### config.mk
export PLATFORM = sky130hd
export DESIGN_NAME = result_writeback
export DESIGN_NICKNAME = d
export VERILOG_FILES = /design/src/rtl/mlab_pkg.sv /design/src/rtl/result_writeback.sv
export SDC_FILE = /design/constraint.sdc
export NUM_CORES = 1
export LEC_CHECK = 0
export BUFFER_PORTS_ARGS = -buffer_cell sky130_fd_sc_hd__buf_4
export CORE_MARGIN = 2
export CORE_UTILIZATION = 45
export DETAILED_ROUTE_END_ITERATION = 6
export PLACE_DENSITY = 0.71
export SYNTH_ARGS = -nofsm -noshare
export SYNTH_HDL_FRONTEND = slang
export SYNTH_SLANG_ARGS = --single-unit
### constraint.sdc
create_clock -name clk -period 7.8 [get_ports clk]
set_input_delay 1.56 -clock clk [delete_from_list [all_inputs] [get_ports clk]]
set_output_delay 1.56 -clock clk [all_outputs]
set_load 0.05 [all_outputs]
### src/rtl/mlab_pkg.sv
// Shared constants and types for the matrix-vector multiplier datapath blocks.
package mlab_pkg;

   localparam int DATA_WIDTH = 8;
   localparam int MAC_COUNT  = 8;
   localparam int ACC_WIDTH  = 3 * DATA_WIDTH;

   typedef enum logic [1:0] {
      WB_IDLE,
      WB_WRITE,
      WB_DONE
   } wb_state_t;

   typedef logic [ACC_WIDTH-1:0] acc_t;

endpackage

### src/rtl/result_writeback.sv
// Drains the MAC accumulator results to memory through an Avalon-MM style write master.
// All results are snapshotted on start, then written one word per accepted beat.
module result_writeback #(
   parameter int                    DATA_WIDTH  = mlab_pkg::DATA_WIDTH,
   parameter int                    MAC_COUNT   = mlab_pkg::MAC_COUNT,
   parameter int                    ACC_WIDTH   = 3 * DATA_WIDTH,
   parameter int                    MEM_WIDTH   = 32,
   parameter int                    ADDR_WIDTH  = 32,
   parameter logic [ADDR_WIDTH-1:0] BASE_ADDR   = 'h1000,
   parameter int                    ADDR_STRIDE = 4
) (
   input  logic                  clk,
   input  logic                  reset,
   input  logic                  start,
   input  logic [ACC_WIDTH-1:0]  C_in [0:MAC_COUNT-1],
   output logic [ADDR_WIDTH-1:0] address,
   output logic                  write,
   output logic [MEM_WIDTH-1:0]  writedata,
   input  logic                  waitrequest,
   output logic                  busy,
   output logic                  done
);

   import mlab_pkg::*;

   localparam int              IDX_W    = (MAC_COUNT > 1) ? $clog2(MAC_COUNT) : 1;
   localparam logic [IDX_W-1:0] LAST_IDX = IDX_W'(MAC_COUNT - 1);

   generate
      if (ACC_WIDTH > MEM_WIDTH) begin : g_width_check
         $error("result_writeback: ACC_WIDTH (%0d) exceeds MEM_WIDTH (%0d)", ACC_WIDTH, MEM_WIDTH);
      end
   endgenerate

   wb_state_t            state, state_next;
   logic [ACC_WIDTH-1:0] shadow [0:MAC_COUNT-1];
   logic [IDX_W-1:0]     idx;
   logic [IDX_W-1:0]     idx_inc;
   logic                 accept;
   logic                 last_beat;

   assign accept    = (state == WB_WRITE) && !waitrequest;
   assign last_beat = (idx == LAST_IDX);
   assign idx_inc   = idx + 1'b1;

   always_ff @(posedge clk or posedge reset) begin
      if (reset) state <= WB_IDLE;
      else       state <= state_next;
   end

   always_comb begin
      // NOTE: default first so every path assigns state_next and no latch is inferred.
      state_next = state;
      case (state)
         WB_IDLE:  if (start)                 state_next = WB_WRITE;
         WB_WRITE: if (accept && last_beat)   state_next = WB_DONE;
         WB_DONE:                             state_next = WB_IDLE;
         default:                             state_next = WB_IDLE;
      endcase
   end

   // write is exactly "in WRITE", so it needs no register of its own.
   always_comb begin
      write = 1'b0;
      busy  = 1'b0;
      done  = 1'b0;
      case (state)
         WB_WRITE: begin
            write = 1'b1;
            busy  = 1'b1;
         end
         WB_DONE: begin
            busy = 1'b1;
            done = 1'b1;
         end
         default: ;
      endcase
   end

   always_ff @(posedge clk or posedge reset) begin
      if (reset) begin
         idx       <= '0;
         address   <= '0;
         writedata <= '0;
         // NOTE: the shadow array is deliberately reset so a post-reset read never exposes stale results.
         for (int i = 0; i < MAC_COUNT; i++) shadow[i] <= '0;
      end else if ((state == WB_IDLE) && start) begin
         for (int i = 0; i < MAC_COUNT; i++) shadow[i] <= C_in[i];
         idx       <= '0;
         address   <= BASE_ADDR;
         // shadow is still being loaded this edge, so beat 0 comes straight from C_in.
         writedata <= MEM_WIDTH'(C_in[0]);
      end else if (accept && !last_beat) begin
         idx       <= idx_inc;
         address   <= address + ADDR_WIDTH'(ADDR_STRIDE);
         writedata <= MEM_WIDTH'(shadow[idx_inc]);
      end
   end

endmodule
==> run summary <==
status: finished, final reports clean
TritonCTS Buffers: 28
RSZ-0062 raised after global routing: no
critical path startpoint: waitrequest
total congestion overflow: 0
Synth Warn #: 0
Avg WL per Cell: 16.6 um
clk slew on worst S/H paths: 0.06 ns
Cell Chain, Critical Path: buf_4, or3b_1, buf_4, or4_1, or4_1, a21oi_1
Cell Rows: 58
Mean Syn Cell Area: 8.76 sq um
post-route antenna net violation count: 0
top-count cell post-synth: nand2_1
setup TNS: 0 ns
Final Core Density: 0.573
kind of start point of the critical path: primary input
register-to-register setup slack: 4.62 ns
post_cts resized: 0
Yosys cell types: 31
vias per inst: 5.14
io pins: 263
Slew @ Worst Pin: 1.10 ns
largest stage delay on the critical path: 0.86 ns
Yosys top cell by area: dfrtp_1
Peak VDD IR: 0.000248 V
first-pass GRT wire length: 48.3 mm
Placer Congestion: 0.818
top post-synthesis cells by count: nand2_1 (594), dfrtp_1 (251), mux2i_1 (96)
ys async rst share: 1.00
Detailed Route WL: 31.1 mm
final hold viol count: 0
layout cells sized above 1: 0.201
clk root buf: clkbuf_16
power share of the combinational group: 0.416
Min-Delay Path Class: reg2reg
Achievable Freq: 0.296 GHz
Final Cycle Share: 0.433
Yosys reg bits: 251
NumNets Final: 1730
core region area: 25300 sq um
largest net degree at the start of global routing: 249
DR iter-0 viols: 721
Hold Buf Count CTS: 0
fillers: 2273
Pre-antenna DRT Iters: 5
Tmin final: 3.38 ns
sequential power share: 0.375
Int Power: 3450 uW
Post-Synthesis Cell Area: 11600 sq um
PortBufs: 252
hold path depth: 2
CTS tree: done
vias in the first global route: 9086
FF-to-FF path depth: 6
clk_lat worst skew: 0.54 ns
Critical R2R Capture: writedata[16]
Yosys top cell area share: 0.543
Initial Util: 0.458
NetSw: 2320 uW
Tot GR Track Use: 0.225
Max Slew Vio Count: 0
Post-synth EDFFs: 0
dpl hpwl: 20.5 mm
power per standard cell area: 399 nW/um^2
post-route DRC violation count: 0
Max-Slew Margin vs Limit: 0.260
postcts setup bufs: 0
WS Path Type: in2reg
H-tree Lvls: 1
Arrival @ worst endpoint: 3.83 ns
Syn Inst Count: 1321
Area Growth Syn to Fin: 25.0%
Clk network pwr share: 0.209
sequential-to-total area share from yosys stat: 0.543
startpoint of the most critical hold path: shadow[89]
clock sinks: 251
Worst Skew: 0.0187 ns
Hold Crit Endpoint: shadow[89]
die area: 27000 sq um
Crit-path slowest cell: or4_1
Max-Cap Viols: 0
Switching Share: 0.402
highest fanout seen on the critical path: 31
Die X: 164 um
final setup violation count: 0
Die Y-Extent: 164 um
Vias: 9641
FF-to-FF Start: idx[0]
LEAKAGE: 0.00734 uW
CTS Buffer Depth: 3
Worst setup EP type: flip-flop
Area contributors post-synth: dfrtp_1 (54%), nand2_1 (19%), mux2i_1 (8.3%), a21oi_1 (3.1%), a22oi_1 (3.1%)
Synth Flop Type: dfrtp_1
worst endpoint required time: 8.25 ns
antenna violations before repair: 1
[power by group through the flow]
| stage | sequential, uW | combinational (uW) | clock (uW) |
|---|---|---|---|
| after floorplan | 2340 | 1560 | 0 |
| after global placement | 2160 | 2370 | 0 |
| after detailed placement | 2180 | 2410 | 0 |
| after CTS | 2160 | 2430 | 1230 |
| after global routing | 2230 | 2650 | 1290 |
| final | 2160 | 2400 | 1210 |
[registers in the layout, summed over array words and instances, names as in the netlist]
signal / count
state: 2
address: 30
shadow: 192
idx: 3
writedata: 24
[per-stage QoR]
| step | cell area [sq um] | cells | hold WS [ns] | setup WS [ns] | power, uW |
|---|---|---|---|---|---|
| 2_1_floorplan | 11600 | 1330 | 0.445 | 2.94 | 3900 |
| 3_3_place_gp | 13600 | 1826 | 0.456 | 3.96 | 4530 |
| 3_5_place_dp | 13600 | 1826 | 0.461 | 3.91 | 4590 |
| 4_1_cts | 14500 | 1873 | 0.476 | 4.46 | 5820 |
| 5_1_grt | 14500 | 1874 | 0.489 | 4.31 | 6170 |
| 6_report | 14500 | 1875 | 0.470 | 4.42 | 5780 |
[cell type report]
type,count,area [sq um],share of cell area
sequential,251,6280,0.434
tap,330,413,0.0285
multi-input combinational,974,4930,0.341
clock inverter,7,37.5,0.00259
clock buffer,40,787,0.0544
antenna,2,5.00,0.000346
inverter,8,33.8,0.00233
timing repair buffer,263,1990,0.137
[kinds of logic (layout without fill, tap and decap cells)]
| logic type | after synthesis | after routing | share of synthesized area |
|---|---|---|---|
| other | 1 | 12 | 0.000324 |
| buffers and inverters | 105 | 318 | 0.0377 |
| AND/OR/NAND/NOR | 708 | 708 | 0.246 |
| multiplexers | 96 | 96 | 0.0830 |
| adder cells (fa/ha/maj) | 8 | 8 | 0.00865 |
| AO/OA/AOI/OAI | 143 | 143 | 0.0753 |
| XOR/XNOR | 9 | 9 | 0.00681 |
| flip-flops | 251 | 251 | 0.543 |
[layout by cell type, fill, tap and decap left out, types with 2 or more instances in the layout]
| cell type | count |
|---|---|
| nand2_1 | 593 |
| buf_4 | 262 |
| dfrtp_1 | 251 |
| mux2i_1 | 96 |
| a21oi_1 | 72 |
| a22oi_1 | 48 |
| nor2_1 | 36 |
| nand3_1 | 31 |
| clkbuf_16 | 29 |
| or4_1 | 14 |
| o31ai_1 | 13 |
| conb_1 | 10 |
| o21ai_0 | 9 |
| clkbuf_1 | 9 |
| inv_1 | 7 |
| nand4_1 | 7 |
| or3_1 | 7 |
| ha_1 | 7 |
| xnor2_1 | 6 |
| clkinv_2 | 6 |
| and4_1 | 4 |
| xor2_1 | 3 |
| nor3_1 | 3 |
| diode_2 | 2 |
| clkinvlp_4 | 2 |
| nor2b_2 | 2 |
| nor4_1 | 2 |
| clkbuf_8 | 2 |
[worst max path at each step]
stage	endpoint	slack [ns]	depth (start not counted)
CTS	address[21]	4.46	6
detailed placement	address[29]	3.91	6
global placement	address[23]	3.96	6
global route	address[23]	4.31	6
floorplan	address[10]	2.94	1
finish	address[19]	4.42	6
[layer usage]
metal  share of wire  track usage  wire (um)
met1            0.47        0.343      14600
met2            0.45        0.335      13800
met3           0.058       0.0281       1800
met4           0.026       0.0727        805
met5               0            0          0
[critical path, delay by kind of cell]
kind | cells | cell delay (ns)
and+or+nand+nor | 3 | 1.73
buffers and inverters | 2 | 0.38
AOI/OAI and AO/OA | 1 | 0.15
(Power assumes the default switching activity.)
